<file path="config.mk">
export PLATFORM = sky130hd
export DESIGN_NAME = text_console_writer
export DESIGN_NICKNAME = d
export VERILOG_FILES = /design/src/rtl/text_console_writer.sv
export SDC_FILE = /design/constraint.sdc
export NUM_CORES = 1
export LEC_CHECK = 0
export BUFFER_PORTS_ARGS = -buffer_cell sky130_fd_sc_hd__buf_4
export CAP_MARGIN = 30
export CORE_UTILIZATION = 58
export CTS_CLUSTER_DIAMETER = 120
export CTS_CLUSTER_SIZE = 8
export DETAILED_ROUTE_END_ITERATION = 8
export GPL_TIMING_DRIVEN = 0
export PLACE_DENSITY = 0.83
export SKIP_LAST_GASP = 1
export SLEW_MARGIN = 20
export SYNTH_ARGS = -nofsm -noshare
export SYNTH_HDL_FRONTEND = slang
export SYNTH_SLANG_ARGS = --single-unit
</file>
<file path="constraint.sdc">
create_clock -name clk25mhz -period 4.5 [get_ports clk25mhz]
set_input_delay 0.9 -clock clk25mhz [delete_from_list [all_inputs] [get_ports clk25mhz]]
set_output_delay 0.9 -clock clk25mhz [all_outputs]
set_load 0.05 [all_outputs]
</file>
<file path="src/rtl/text_console_writer.sv">
// Writer side of the 80x34 text-mode character buffer: turns an ASCII byte stream into
// character-RAM writes. Optional macro LINE_CLEAR_EN blanks each new row on a row advance.
module text_console_writer (
  input  logic        clk25mhz,
  input  logic        reset,
  input  logic        in_valid,
  input  logic [7:0]  in_data,
  input  logic        in_emph,
  output logic        in_ready,
  output logic        wr_en,
  output logic [11:0] wr_addr,
  output logic [7:0]  wr_data,
  output logic [11:0] cursor_addr,
  output logic        busy
);

  localparam logic [6:0]  COLS      = 7'd80;
  localparam logic [6:0]  COL_LAST  = 7'd79;
  localparam logic [5:0]  ROW_LAST  = 6'd33;
  localparam logic [11:0] CELL_LAST = 12'd2719;
  localparam logic [7:0]  BLANK     = 8'h20;

`ifdef LINE_CLEAR_EN
  typedef enum logic [1:0] {IDLE = 2'd0, SCLR = 2'd1, LCLR = 2'd2} state_t;
  logic [6:0]  clr_cnt_r, clr_cnt_nx;
`else
  typedef enum logic [1:0] {IDLE = 2'd0, SCLR = 2'd1} state_t;
`endif

  state_t      state_r, state_nx;
  logic [6:0]  col_r, col_nx;
  logic [5:0]  row_r, row_nx;
  logic [11:0] cur_r, cur_nx;
  logic [11:0] clr_addr_r, clr_addr_nx;
  logic        wr_en_nx;
  logic [11:0] wr_addr_nx;
  logic [7:0]  wr_data_nx;
  logic [6:0]  tab_col;
  logic        accept;
  logic        advance;

  assign in_ready    = (state_r == IDLE);
  assign busy        = (state_r != IDLE);
  assign cursor_addr = cur_r;
  assign accept      = in_valid && in_ready;
  // Next multiple of 8 above col; col <= 79 keeps the upper nibble within 4 bits.
  assign tab_col     = {col_r[6:3] + 4'd1, 3'b000};

  // Byte decode, clear sequencing and next cursor/write values.
  always_comb begin
    state_nx    = state_r;
    col_nx      = col_r;
    row_nx      = row_r;
    cur_nx      = cur_r;
    clr_addr_nx = clr_addr_r;
    wr_en_nx    = 1'b0;
    wr_addr_nx  = wr_addr;
    wr_data_nx  = wr_data;
    advance     = 1'b0;
`ifdef LINE_CLEAR_EN
    clr_cnt_nx  = clr_cnt_r;
`endif
    case (state_r)
      IDLE: begin
        if (!accept) begin
          advance = 1'b0;
        end else if (in_data >= 8'h20 && in_data <= 8'h7E) begin
          wr_en_nx   = 1'b1;
          wr_addr_nx = cur_r;
          wr_data_nx = {in_emph, in_data[6:0]};
          if (col_r == COL_LAST) begin
            advance = 1'b1;
          end else begin
            col_nx = col_r + 7'd1;
            cur_nx = cur_r + 12'd1;
          end
        end else begin
          case (in_data)
            8'h0A: advance = 1'b1;
            8'h0D: begin
              col_nx = 7'd0;
              cur_nx = cur_r - {5'd0, col_r};
            end
            8'h08: begin
              if (col_r != 7'd0) begin
                col_nx     = col_r - 7'd1;
                cur_nx     = cur_r - 12'd1;
                wr_en_nx   = 1'b1;
                wr_addr_nx = cur_r - 12'd1;
                wr_data_nx = BLANK;
              end else begin
                col_nx = col_r;
              end
            end
            8'h09: begin
              if (tab_col > COL_LAST) begin
                advance = 1'b1;
              end else begin
                col_nx = tab_col;
                cur_nx = cur_r + {5'd0, 7'(tab_col - col_r)};
              end
            end
            8'h0C: begin
              col_nx      = 7'd0;
              row_nx      = 6'd0;
              cur_nx      = 12'd0;
              clr_addr_nx = 12'd0;
              state_nx    = SCLR;
            end
            default: advance = 1'b0;
          endcase
        end
        if (advance) begin
          col_nx = 7'd0;
          if (row_r == ROW_LAST) begin
            row_nx = 6'd0;
            cur_nx = 12'd0;
          end else begin
            row_nx = row_r + 6'd1;
            cur_nx = cur_r - {5'd0, col_r} + {5'd0, COLS};
          end
`ifdef LINE_CLEAR_EN
          clr_addr_nx = cur_nx;
          clr_cnt_nx  = 7'd0;
          state_nx    = LCLR;
`endif
        end else begin
          advance = 1'b0;
        end
      end
      SCLR: begin
        wr_en_nx   = 1'b1;
        wr_addr_nx = clr_addr_r;
        wr_data_nx = BLANK;
        if (clr_addr_r == CELL_LAST) begin
          clr_addr_nx = 12'd0;
          state_nx    = IDLE;
        end else begin
          clr_addr_nx = clr_addr_r + 12'd1;
        end
      end
`ifdef LINE_CLEAR_EN
      LCLR: begin
        wr_en_nx    = 1'b1;
        wr_addr_nx  = clr_addr_r;
        wr_data_nx  = BLANK;
        clr_addr_nx = clr_addr_r + 12'd1;
        clr_cnt_nx  = clr_cnt_r + 7'd1;
        if (clr_cnt_r == COL_LAST) begin
          state_nx = IDLE;
        end else begin
          state_nx = LCLR;
        end
      end
`endif
      default: begin
        clr_addr_nx = 12'd0;
        state_nx    = SCLR;
      end
    endcase
  end

  // State, cursor and registered write-port outputs.
  always_ff @(posedge clk25mhz) begin
    if (reset) begin
      state_r    <= SCLR;
      col_r      <= 7'd0;
      row_r      <= 6'd0;
      cur_r      <= 12'd0;
      clr_addr_r <= 12'd0;
      wr_en      <= 1'b0;
      wr_addr    <= 12'd0;
      wr_data    <= BLANK;
`ifdef LINE_CLEAR_EN
      clr_cnt_r  <= 7'd0;
`endif
    end else begin
      state_r    <= state_nx;
      col_r      <= col_nx;
      row_r      <= row_nx;
      cur_r      <= cur_nx;
      clr_addr_r <= clr_addr_nx;
      wr_en      <= wr_en_nx;
      wr_addr    <= wr_addr_nx;
      wr_data    <= wr_data_nx;
`ifdef LINE_CLEAR_EN
      clr_cnt_r  <= clr_cnt_nx;
`endif
    end
  end

endmodule

</file>
==> results.cfg <==
[outcome]
status = finished clean

[worst_setup_path]
crit_fanout = 10
start_kind = register
cp.arrival_ns = 4.23
cp_data_required_time_ns = 4.72
criticalPathCategory = register to register
setup.worst_path.end_class = register

[logic_synthesis]
yosysTopAreaCell = dfxtp_1
syn_nets = 711
synth_most_common_cell = nand2_1
ys.flop_type = dfxtp_1
seq_area_frac_synth = 0.235
synth_area_per_cell_sq_um = 7.47
synth-seq-cells = 59
yosys-top-cells-area = dfxtp_1, ha_1, nand2_1
yosysWarningCount = 0
ys_types = 84
synth_edf_count = 0
yosys.area.top_type_share = 0.235
synth.top_cells.by_count = nand2_1, nor2_1, dfxtp_1
netlist_instances = 672
netlist_area_sq_mm = 0.00502
synthArstFlopShare = 0

[pwr]
peakVddDrop_v = 0.000192
sequentialPowerShare = 0.435
power_density_mw_per_mm2 = 213
intPower_w = 0.000891
combPwrFrac = 0.096
p_sw_w = 0.000326
switching_share = 0.268
leakagePower_nw = 2.20
pwr-share-clk = 0.469

[clock_network]
clkSinkCount = 59
numCtsBuffers = 9
htreeDepth = 3
path_clk_slew_ns = 0.08
clkLatencyLatePin_ns = 0.35
cts_hold_buf = 0
ctsResizeCount = 0
cts_root_buf = clkbuf_8
postCtsSetupRepairBufs = 0
cts_tree = built
clock_path_buffers = 2

[route]
vias = 5552
wl_microns = 16700
drtPass1Iterations = 5
wl_per_cell_microns = 19.9
ant_nets = 0
drc_errors = 0
drt_iter0_markers = 555
via_per_inst = 6.62

[floorplanning]
floorplan.die_area_sq_mm = 0.00903
core_area_sq_mm = 0.00830
rows = 33
start_util = 0.605
fp.dieH_microns = 95.0
pin_count = 47
die_w_microns = 95.0

[sta]
relSlewSlack = 0.495
worst_slew_pin_slew_ns = 0.757
min_period_over_period = 0.890
hold_ws_ns = 0.458
slew_violations = 0
timing.fmax_mhz = 250
report.final.setup_viol = 0
finalSetupTns_ns = 0
rsz0062_at_grt = false
fin_worst_skew_ns = 0.0126
finalCriticalPeriod_ns = 4.00
finalHoldViolations = 0

[finish]
post_route_cells_drive_above_1_share = 0.128
nets = 768
num_antenna_cells = 0
synthToLayoutAreaGrowth_pct = 14.0
fin_util = 0.690
stdcell_count = 839

[place]
numPortBuffers = 46
dp_hpwl_microns = 12700
place_congestion = 0.994
place_inst = 823

[global_routing]
grt_pass1_wl_microns = 25500
grt.met3_usage = 0.0718
grtUsageMet1 = 0.463
grt_max_degree = 13
busiest_layer = met2
first_global_vias = 5072
met2_usage = 0.608
grt_antenna_before_repair = 0
grt_util_all_layers = 0.373
grt_overflow_total = 0

[min_path]
hold_class = register to register

[flow_run]
drv_cap = 0
==> through the flow <==
| stage | instance area, sq um | power [W] | worst slack (ns) |
|---|---|---|---|
| after floorplan | 5020 | 0.000614 | 1.25 |
| after detailed placement | 5500 | 0.000655 | 0.654 |
| after CTS | 5720 | 0.00121 | 0.598 |
| after global placement | 5500 | 0.000652 | 0.751 |
| after global routing | 5720 | 0.00125 | 0.311 |
| final | 5720 | 0.00122 | 0.497 |
==> final timing paths <==
kind / cells after the start / end / start / slack, ns
setup / recovery: 14 / cursor_addr[11]$_SDFFE_PP0P_ / col_r[4]$_SDFFE_PP0P_ / 0.50
hold / removal: 2 / wr_data[7]$_SDFFE_PP0P_ / wr_data[7]$_SDFFE_PP0P_ / 0.46
setup reg to reg: 14 / cursor_addr[11]$_SDFFE_PP0P_ / col_r[4]$_SDFFE_PP0P_ / 0.50
hold reg to reg: 2 / wr_data[7]$_SDFFE_PP0P_ / wr_data[7]$_SDFFE_PP0P_ / 0.46
==> placed cells by master, fill, tap and decap left out, types with 3 or more instances in the layout <==
cell	netlist	final
o21ai_0	28	28
inv_1	23	23
nand2_1	72	72
nor3b_1	7	7
a31oi_1	7	7
clkbuf_8	0	10
nor2_1	70	70
nor3_1	20	20
a221oi_1	8	8
nor4_1	6	6
xnor2_1	30	30
o22ai_1	7	7
a211oi_1	7	7
o21ai_1	9	9
buf_1	3	3
mux2i_1	6	6
nor2b_1	8	8
ha_1	25	25
xor2_1	25	25
a21oi_1	44	44
and3_1	5	5
o21a_1	5	5
and4_1	3	3
a22oi_1	5	5
o211ai_1	15	15
a311oi_1	3	3
or3_1	8	8
a211o_1	5	5
nand2b_1	6	6
dfxtp_1	59	59
o211a_1	3	3
buf_2	9	9
buf_4	2	48
clkbuf_1	28	28
o221ai_1	4	4
nand3_1	36	36
o21bai_1	3	3
nand4_1	9	9
==> metal layers <==
layer / part of all wire / wire, microns
met5: 0 / 0
met1: 0.41 / 6790
met2: 0.45 / 7610
met4: 0.049 / 824
met3: 0.090 / 1510
==> critical path, cell delays in order (launching register included) <==
cell and delay (ns):
dfxtp_1 0.39, clkbuf_1 0.38, inv_1 0.24, ha_1 0.45, inv_1 0.10, a32oi_1 0.20, o221ai_1 0.24, ha_1 0.39
o21ai_0 0.11, a2bb2oi_1 0.35, nand4_1 0.19, a32o_1 0.32, o32ai_1 0.16, a211oi_2 0.11, a211o_1 0.25
==> area by class of cell <==
type	count	area [sq um]
multi-input combinational	545	3550
clock inverter	6	88.8
inverter	24	90.1
fill	734	2570
clock buffer	10	138
tap	105	131
buffer	44	199
sequential	59	1180
timing repair buffer	46	345
==> power groups by stage <==
stage                     sequential [W]  combinational, W  clock (W)
final                           0.000530          0.000116   0.000570
after CTS                       0.000530          0.000114   0.000572
after detailed placement        0.000542          0.000113          0
after global placement          0.000542          0.000110          0
after floorplan                 0.000548         0.0000660          0
after global routing            0.000530          0.000123   0.000595
==> state kept, by name, summed over array words and instances (netlist names) <==
name         count
clr_addr_r      12
cursor_addr     12
wr_addr         12
wr_data          8
col_r            7
row_r            6
state_r          1
wr_en            1
==> cell families (layout without fill, tap and decap cells) <==
family / after synthesis / after routing / share of synthesized area
compound gates: 189 / 189 / 0.265
xor+xnor: 55 / 55 / 0.0959
fa+ha+maj: 27 / 27 / 0.0703
buf+inv: 68 / 130 / 0.0576
flops: 59 / 59 / 0.235
mux: 7 / 7 / 0.0142
other cells: 1 / 1 / 0.000747
simple gates: 266 / 266 / 0.261
No activity file was read; power rests on OpenSTA's default activity.
